**src/rtl/pdm_mic_frontend.sv**
```systemverilog
// pdm_mic_frontend: mic clock generation, PDM-to-PCM decimation and output FIFO with frame flag.
// Optional first-order DC removal stage when PDM_DC_BLOCK_EN is defined.
module pdm_mic_frontend #(
   parameter int CLK_DIV    = 32,
   parameter int DECIM      = 256,
   parameter int SAMPLE_W   = 8,
   parameter int FRAME_LEN  = 1024,
   parameter int FIFO_DEPTH = 4
) (
   input  logic                         clk_in,
   input  logic                         rst_in,
   input  logic                         en_in,
   input  logic                         mic_data,
   output logic                         mic_clk,
   output logic [SAMPLE_W-1:0]          out_tdata,
   output logic                         out_tvalid,
   output logic                         out_tlast,
   input  logic                         out_tready,
   output logic                         overflow_out,
   output logic [$clog2(FRAME_LEN)-1:0] frame_cnt_out
);
   localparam int HALF = CLK_DIV / 2;
   localparam int CW = $clog2(CLK_DIV);
   localparam int BW = $clog2(DECIM);
   localparam int TW = BW + 1;
   localparam int AW = $clog2(FIFO_DEPTH);
   localparam int FW = $clog2(FRAME_LEN);
   localparam int SMAX = (1 << (SAMPLE_W - 1)) - 1;
   localparam int SMIN = -(1 << (SAMPLE_W - 1));

   function automatic logic [SAMPLE_W-1:0] sat(input int v);
      return v > SMAX ? SAMPLE_W'(SMAX) : v < SMIN ? SAMPLE_W'(SMIN) : SAMPLE_W'(v);
   endfunction

   logic [CW-1:0] cnt, cnt_nx;
   logic s1, s2, stb, last_bit;
   logic [BW-1:0] bits;
   logic [TW-1:0] tally;
   logic [SAMPLE_W-1:0] s_data, w_data;
   logic s_vld, w_vld;
   int raw;

   always_comb begin
      cnt_nx = !en_in ? '0 : (cnt == CW'(CLK_DIV - 1)) ? '0 : cnt + 1'b1;
      stb = en_in && cnt == CW'(HALF - 1);
      last_bit = stb && bits == BW'(DECIM - 1);
      raw = int'(tally) + int'(s2) - DECIM / 2;
   end

   // the final bit is folded in combinationally so the tally can restart with no gap bit
   always_ff @(posedge clk_in) begin
      if (rst_in) begin
         cnt <= '0;
         mic_clk <= 1'b0;
         s1 <= 1'b0;
         s2 <= 1'b0;
         bits <= '0;
         tally <= '0;
         s_vld <= 1'b0;
         s_data <= '0;
      end else begin
         cnt <= cnt_nx;
         mic_clk <= en_in && cnt_nx < CW'(HALF);
         s1 <= mic_data;
         s2 <= s1;
         s_vld <= last_bit;
         if (last_bit) s_data <= sat(raw);
         if (!en_in) begin
            bits <= '0;
            tally <= '0;
         end else if (stb) begin
            bits <= bits + 1'b1;
            tally <= last_bit ? '0 : tally + TW'(s2);
         end
      end
   end

`ifdef PDM_DC_BLOCK_EN
   logic signed [SAMPLE_W+3:0] acc;
   int d;
   always_comb d = int'($signed(s_data)) - int'(acc >>> 4);
   always_ff @(posedge clk_in) begin
      if (rst_in) begin
         acc <= '0;
         w_vld <= 1'b0;
         w_data <= '0;
      end else begin
         w_vld <= s_vld;
         if (s_vld) begin
            acc <= acc + (SAMPLE_W + 4)'(d);
            w_data <= sat(d);
         end
      end
   end
`else
   always_comb begin
      w_data = s_data;
      w_vld = s_vld;
   end
`endif

   logic [SAMPLE_W-1:0] mem_d [FIFO_DEPTH];
   logic mem_l [FIFO_DEPTH];
   logic [AW-1:0] wp, rp;
   logic [AW:0] fill;
   logic rd, wr, frame_end;

   always_comb begin
      out_tvalid = fill != '0;
      out_tdata = out_tvalid ? mem_d[rp] : '0;
      out_tlast = out_tvalid && mem_l[rp];
      rd = out_tvalid && out_tready;
      wr = w_vld && (fill != (AW + 1)'(FIFO_DEPTH) || rd);
      frame_end = frame_cnt_out == FW'(FRAME_LEN - 1);
   end

   always_ff @(posedge clk_in) begin
      if (wr) begin
         mem_d[wp] <= w_data;
         mem_l[wp] <= frame_end;
      end
   end

   always_ff @(posedge clk_in) begin
      if (rst_in) begin
         wp <= '0;
         rp <= '0;
         fill <= '0;
         overflow_out <= 1'b0;
         frame_cnt_out <= '0;
      end else begin
         if (wr) wp <= wp + 1'b1;
         if (rd) rp <= rp + 1'b1;
         fill <= fill + (AW + 1)'(wr) - (AW + 1)'(rd);
         if (w_vld && !wr) overflow_out <= 1'b1;
         if (!en_in) frame_cnt_out <= '0;
         else if (wr) frame_cnt_out <= frame_end ? '0 : frame_cnt_out + 1'b1;
      end
   end
endmodule

```
**config.mk**
```make
export PLATFORM = sky130hd
export DESIGN_NAME = pdm_mic_frontend
export DESIGN_NICKNAME = d
export VERILOG_FILES = /design/src/rtl/pdm_mic_frontend.sv
export SDC_FILE = /design/constraint.sdc
export NUM_CORES = 1
export LEC_CHECK = 0
export CAP_MARGIN = 10
export CORE_ASPECT_RATIO = 1.75
export CORE_MARGIN = 2
export CORE_UTILIZATION = 55
export CTS_BUF_LIST = sky130_fd_sc_hd__clkbuf_4
export DETAILED_ROUTE_END_ITERATION = 10
export PLACE_DENSITY = 0.81
export SKIP_CTS_REPAIR_TIMING = 1
export SYNTH_ARGS = -nofsm -noshare
export SYNTH_HDL_FRONTEND = slang
export SYNTH_SLANG_ARGS = --single-unit
```
**constraint.sdc**
```tcl
create_clock -name clk_in -period 2.4 [get_ports clk_in]
set_clock_uncertainty 0.15 [all_clocks]
set_input_delay 0.24 -clock clk_in [delete_from_list [all_inputs] [get_ports clk_in]]
set_output_delay 0.24 -clock clk_in [all_outputs]
set_load 0.02 [all_outputs]
```
==> results.tsv, run 1 <==
stage	metric	value	unit
yosys	synthAdderAreaFrac	0.0460	
hold_path	hold-path-cell-count	2	
floorplanning	core	7080	sq um
sta	setup_viol	0	
layout	fillCellCount	555	
sta	relSlewSlack	0.646	
sta	worst_pin_slew	531	ps
yosys	synthMuxAreaShare	0.0536	
clock_network	cts-root-buf	clkbuf_4	
global_route	grt_use_total	0.198	
worst_setup_path	arrival	2510	ps
sta	rsz0062_at_grt	yes	
sta	setup_ws	64.3	ps
power	p_per_area	672	nW/um^2
hold_path	hold_path_end	s1	
yosys	syn_area	3970	sq um
layout	drive_gt1_frac	0.156	
yosys	ys_types	48	
yosys	yosysWarnings	0	
sta	hold_viol_final	0	
floorplanning	die_area	7940	sq um
sta	finalCriticalPeriod	2340	ps
sta	period_share	0.973	
clock_network	cts_sinks	90	
worst_setup_path	path_class	reg -> reg	
clock_network	cts_buffers	9	
worst_setup_path	endpoint_kind	flip-flop	
floorplanning	die_x	68.2	um
worst_setup_path	cpMostUsedCell	ha_4	
worst_setup_path	cp_top_family	simple AND/OR/NAND/NOR gates	
floorplanning	start_util	0.561	
detailed_routing	vias	2672	
worst_setup_path	crit_fanout	3	
worst_setup_path	cp-start-kind	flip-flop	
sta	report.final.slew_viol_count	0	
worst_setup_path	timing.rr.start	fill[0]	
layout	layoutNonFillerInstCount	471	
detailed_routing	antenna_left	0	
run	max_cap_viol_count	0	
placement	gp_congestion	0.918	
yosys	synth_xor_area_frac	0.0507	
yosys	synthSimpleGateAreaFrac	0.182	
worst_setup_path	rr_endpoint	fill[2]	
power	p_leak	1.86	nW
yosys	synthTopCellsByArea	dfxtp_1 (27%), edfxtp_1 (27%), mux4_2 (5.1%)	
clock_network	clock_path_buffers	2	
global_route	grt_first_pass_wirelength	11.7	mm
yosys	synth_cells	345	
detailed_routing	first_iter_violations	133	
yosys	synth_top_area_share	0.272	
worst_setup_path	required	2580	ps
detailed_routing	dr.pass1.iters	4	
layout	postLayoutCellArea	4580	sq um
global_route	grt_overflow	0	
power	switching_share	0.234	
power	seqPwrFrac	0.544	
clock_network	cts_tree	yes	
layout	diodes	0	
yosys	async_flop_share	0	
yosys	seq_area_frac_synth	0.545	
detailed_routing	drc	0	
layout	final_nets	399	
detailed_routing	wire_per_inst	14.8	um
hold_path	hold_start	mic_data	
yosys	syn_nets	364	
global_route	antenna_found_initial	0	
power	p_total	0.00308	W
clock_network	clock_latency	420	ps
yosys	synth_top_family_by_area	simple AND/OR/NAND/NOR gates	
sta	fin_hold_ws	217	ps
yosys	syn_avg_cell_area	11.5	sq um
yosys	ys.flop_type	dfxtp_1	
clock_network	h-tree-depth	3	
global_route	grt_pass1_vias	2533	
placement	post_dp_cell_area	4370	sq um
yosys	synth_compound_area_frac	0.0797	
placement	placed_cells	454	
placement	dp_slack	-371	ps
worst_setup_path	crit_buf_inv	2	
yosys	yosys.area.top_type	dfxtp_1	
worst_setup_path	critPathSlowestCell	or4b_4	
sta	fmax	428	MHz
floorplanning	ioPinCount	27	
power	p_int	0.00236	W
detailed_routing	totalWireLength	6.96	mm
yosys	synth_edf_count	36	
worst_setup_path	ff2ff_setup_slack	60	ps
layout	area_growth	15.4	%
placement	place.detailed.hpwl	5.18	mm
worst_setup_path	cp_cell_sequence	or4b_4 -> and2_4 -> clkinv_8 -> ha_4 -> inv_2 -> ha_4 -> fa_2 -> xnor2_2 -> xnor2_1 -> nor2_1	
floorplanning	die_h	116	um
status	status	finished, final reports clean	
yosys	synth_seq_cells	90	
clock_network	clk_pin_slew	130	ps
detailed_routing	via_per_inst	5.67	
power	p_sw	0.000720	W
worst_setup_path	reg2regPathDepth	10	
power	comb_power_share	0.159	
global_route	grt_max_degree	25	
placement	io_buffers	26	
power	ir_worst_vdd	0.435	mV
hold_path	worstHoldPathType	in -> reg	
floorplanning	std_cell_rows	41	
worst_setup_path	slowest_delay	510	ps
power	p_clk_frac	0.298	
[placed cells by master (no fill, tap or decap), drive strengths merged, types with 4 or more instances in the layout]
cell type / count
mux4: 9
clkbuf: 13
nand4: 11
edfxtp: 36
dfxtp: 54
dlymetal6s2s: 9
nor2b: 5
nand2: 20
nor3: 9
buf: 18
inv: 9
xor2: 16
ha: 13
nand3: 13
nor2: 30
o21ai: 9
and2: 17
a21oi: 15
and3: 13
a311oi: 4
clkdlybuf4s50: 17
xnor2: 7
[final cells by class]
class	count	area, sq um	share of cell area
inverter	10	50.0	0.0109
sequential	90	2170	0.473
multi-input combinational	225	1680	0.366
clock buffer	13	97.6	0.0213
timing repair buffer	44	418	0.0912
clock inverter	3	67.6	0.0147
tap	86	108	0.0235
[synthesized netlist by cell type, types with 2 or more instances]
cell	number
a21oi_2	2
mux4_2	9
buf_2	6
nand2_1	20
or3_1	3
o211ai_1	2
nor2b_1	5
ha_1	13
and2_1	15
buf_6	3
a21oi_1	13
xor2_1	16
inv_1	9
xnor2_1	7
a311oi_1	4
nor3b_1	3
a211oi_1	2
nor2_1	30
nand3_1	13
a32o_1	3
nor3_1	9
and3_1	13
nand3b_1	3
o21ai_0	8
nand4b_1	3
and4_1	3
edfxtp_1	36
dfxtp_1	54
clkbuf_1	9
nand4_1	11
[power by group through the flow]
| stage | clock network [W] | registers [W] | logic (W) |
|---|---|---|---|
| after floorplan | 0 | 0.00169 | 0.000335 |
| after global placement | 0 | 0.00170 | 0.000448 |
| after detailed placement | 0 | 0.00171 | 0.000465 |
| after CTS | 0.000948 | 0.00167 | 0.000468 |
| after global routing | 0.00100 | 0.00168 | 0.000542 |
| final | 0.000916 | 0.00167 | 0.000489 |
[worst register-to-register path, delay by kind of cell, from the launching register on]
family | cells | cell delay, ps
xor gates and xnor gates | 2 | 290
and+or+nand+nor | 3 | 750
DFF | 1 | 360
adders and majority gates | 3 | 610
buffers and inverters | 2 | 90
[per-stage QoR]
stage | TNS, ps | util
2_1_floorplan | -25.4 | -
3_3_place_gp | -556 | 0.618
3_5_place_dp | -667 | 0.618
4_1_cts | -1890 | 0.641
5_1_grt | -3.73 | 0.647
6_report | 0 | 0.647
[cells by family after synthesis]
logic type,Yosys count
flops,90
fa+ha+maj,14
mux,10
xor+xnor,23
simple gates,135
compound gates,43
buf+inv,30
[sequential cells by signal, indices dropped and copies added (netlist names), named ones only]
name / count
s_vld: 1
mic_clk: 1
fill: 3
tally: 9
mem_d: 32
s_data: 8
mem_l: 4
bits: 8
frame_cnt_out: 10
overflow_out: 1
s1: 1
rp: 2
wp: 2
cnt: 5
s2: 1
[layer usage]
layer  wire length, um  GRT usage  vias up  share of wire
li1                  -          -     1317              -
met5                 0          0        -              0
met4               106     0.0733        0          0.015
met2              4000      0.357       43           0.57
met3               184     0.0520        8          0.026
met1              2670      0.215     1304           0.38
[worst max path at each step]
stage          slack (ps)  depth (start not counted)        from           end
2_1_floorplan         -30                         11     fill[0]       fill[2]
3_3_place_gp         -310                         11  out_tready       fill[2]
3_5_place_dp         -370                         11  out_tready       fill[2]
4_1_cts              -220                          4   flip-flop  out_tdata[4]
5_1_grt                -4                         10     fill[0]       fill[2]
6_report               60                         10     fill[0]       fill[2]
Note: power is estimated with default switching activity, not from simulation.
==> inputs of run 2 (changes only) <==
==> constraint.sdc (replaced) <==
create_clock -name clk_in -period 2.4 [get_ports clk_in]
set_clock_uncertainty 0.15 [all_clocks]
set_input_delay 0.48 -clock clk_in [delete_from_list [all_inputs] [get_ports clk_in]]
set_output_delay 0.48 -clock clk_in [all_outputs]
set_load 0.02 [all_outputs]
==> results.tsv, run 2 (synthesis results as in run 1) <==
stage	metric	value	unit	change
status	status	finished, final reports clean		
sta	rsz0062_at_grt	yes		
floorplanning	ioPinCount	27		unchanged
global_route	grt_pass1_vias	2660		+5.0%
placement	placed_cells	457		+0.66%
layout	layoutNonFillerInstCount	474		+0.64%
floorplanning	std_cell_rows	41		unchanged
layout	final_common_cell	dfxtp_1		
layout	diodes	0		unchanged
layout	final_nets	402		+0.75%
worst_setup_path	critPathSlowestCell	mux4_2		
global_route	grt_use_total	0.207		+0.00882
layout	layout_common_cells	dfxtp_1 (51), edfxtp_1 (36), nor2_1 (30)		
placement	place.detailed.hpwl	5.47	mm	+5.5%
hold_path	worstHoldPathType	reg -> reg		
floorplanning	die_h	116	um	unchanged
layout	area_growth	14.9	%	
floorplanning	die_x	68.2	um	unchanged
layout	fillCellCount	563		+1.4%
sta	setup_viol	0		unchanged
detailed_routing	totalWireLength	7.20	mm	+3.4%
worst_setup_path	crit_fanout	9		+6
sta	finalCriticalPeriod	2400	ps	+62.9 ps
sta	period_share	0.999		+0.0262
global_route	grt_max_degree	24		-4.0%
layout	seq_area	2170	sq um	about the same
sta	hold_viol_final	0		unchanged
clock_network	clock_latency	450	ps	+30 ps
clock_network	cts-root-buf	clkbuf_4		
detailed_routing	drc	0		unchanged
floorplanning	start_util	0.561		unchanged
power	p_leak	1.74	nW	-6.1%
worst_setup_path	cp-start-kind	flip-flop		
sta	fmax	417	MHz	-2.6%
worst_setup_path	endpoint_kind	output pin		
floorplanning	core	7080	sq um	unchanged
detailed_routing	wire_per_inst	15.2	um	+2.8%
global_route	antenna_found_initial	0		unchanged
detailed_routing	dr.pass1.iters	4		unchanged
placement	io_buffers	26		unchanged
placement	gp_congestion	0.918		about the same
global_route	grt_overflow	0		unchanged
worst_setup_path	arrival	1770	ps	-740 ps
detailed_routing	via_per_inst	5.57		-1.7%
worst_setup_path	path_class	reg -> out		
layout	multi_input_area	1680	sq um	+0.45%
sta	report.final.slew_viol_count	0		unchanged
clock_network	cts_tree	yes		
power	p_per_area	683	nW/um^2	+1.7%
detailed_routing	vias	2642		-1.1%
layout	drive_gt1_frac	0.191		+0.0349
clock_network	clock_path_buffers	2		unchanged
layout	top_register	mem_d		
clock_network	clk_pin_slew	130	ps	about the same
detailed_routing	first_iter_violations	112		-16%
worst_setup_path	cp_cell_sequence	buf_12 -> mux4_2 -> and2_1 -> buf_2		
worst_setup_path	required	1770	ps	-810 ps
floorplanning	die_area	7940	sq um	unchanged
worst_setup_path	slowest_delay	500	ps	about the same
power	p_total	0.00312	W	+1.3%
sta	relSlewSlack	0.681		+0.0348
detailed_routing	antenna_left	0		unchanged
layout	largest_reg_flops	32		unchanged
clock_network	h-tree-depth	3		unchanged
layout	reg_top3	mem_d (32), frame_cnt_out (10), tally (9)		
power	ir_worst_vdd	0.423	mV	-2.8%
clock_network	cts_sinks	90		unchanged
clock_network	cts_buffers	9		unchanged
run	max_cap_viol_count	0		unchanged
global_route	grt_first_pass_wirelength	12.1	mm	+3.4%
layout	postLayoutCellArea	4560	sq um	-0.46%
placement	post_dp_cell_area	4420	sq um	+0.97%
sta	worst_pin_slew	479	ps	-52.2 ps
## run 2: cell type report
class / instances / share of cell area
clock buffers: 10 / 0.0165
repair buffers: 47 / 0.0856
well taps: 86 / 0.0236
multi-input cells: 225 / 0.369
clock inverters: 6 / 0.0197
inverters: 10 / 0.0110
flip-flops and latches: 90 / 0.475
## run 2: critical path: cells and delay by family (launching register included)
kind	cells	cell delay, ps
DFF	1	370
buffers and inverters	2	290
and+or+nand+nor	1	160
muxes	1	500
## run 2: metal layers
metal,share of wire,track usage,up-vias
li1,-,-,1325
met3,0.024,0.0482,11
met1,0.38,0.209,1276
met2,0.58,0.379,30
met4,0.022,0.107,0
met5,0,0,-
## run 2: power by group
part | internal [W] | leakage, nW | switching, W
combinational | 0.000276 | 0.797 | 0.000240
clock | 0.000438 | 0.0886 | 0.000494
sequential | 0.00163 | 0.857 | 0.0000383
## run 2: worst paths after layout
| path | start | end | slack, ps | depth (start not counted) |
|---|---|---|---|---|
| max reg2reg | fill[1] | fill[2] | 40 | 10 |
| min reg2reg | s1 | s2 | 310 | 1 |
| max | flip-flop | out_tdata[7] | 1 | 4 |
| min | s1 | s2 | 310 | 1 |
## run 2: metrics by stage
| stage | hold WS, ps | setup TNS [ps] | worst slack [ps] | util |
|---|---|---|---|---|
| after CTS | 307 | -4030 | -441 | 0.647 |
| after global routing | 316 | -570 | -70.8 | 0.644 |
| after detailed placement | 281 | -1490 | -538 | 0.624 |
| final | 305 | 0 | 1.32 | 0.644 |
| after global placement | 271 | -911 | -488 | 0.624 |
| after floorplan | 264 | -225 | -157 | - |
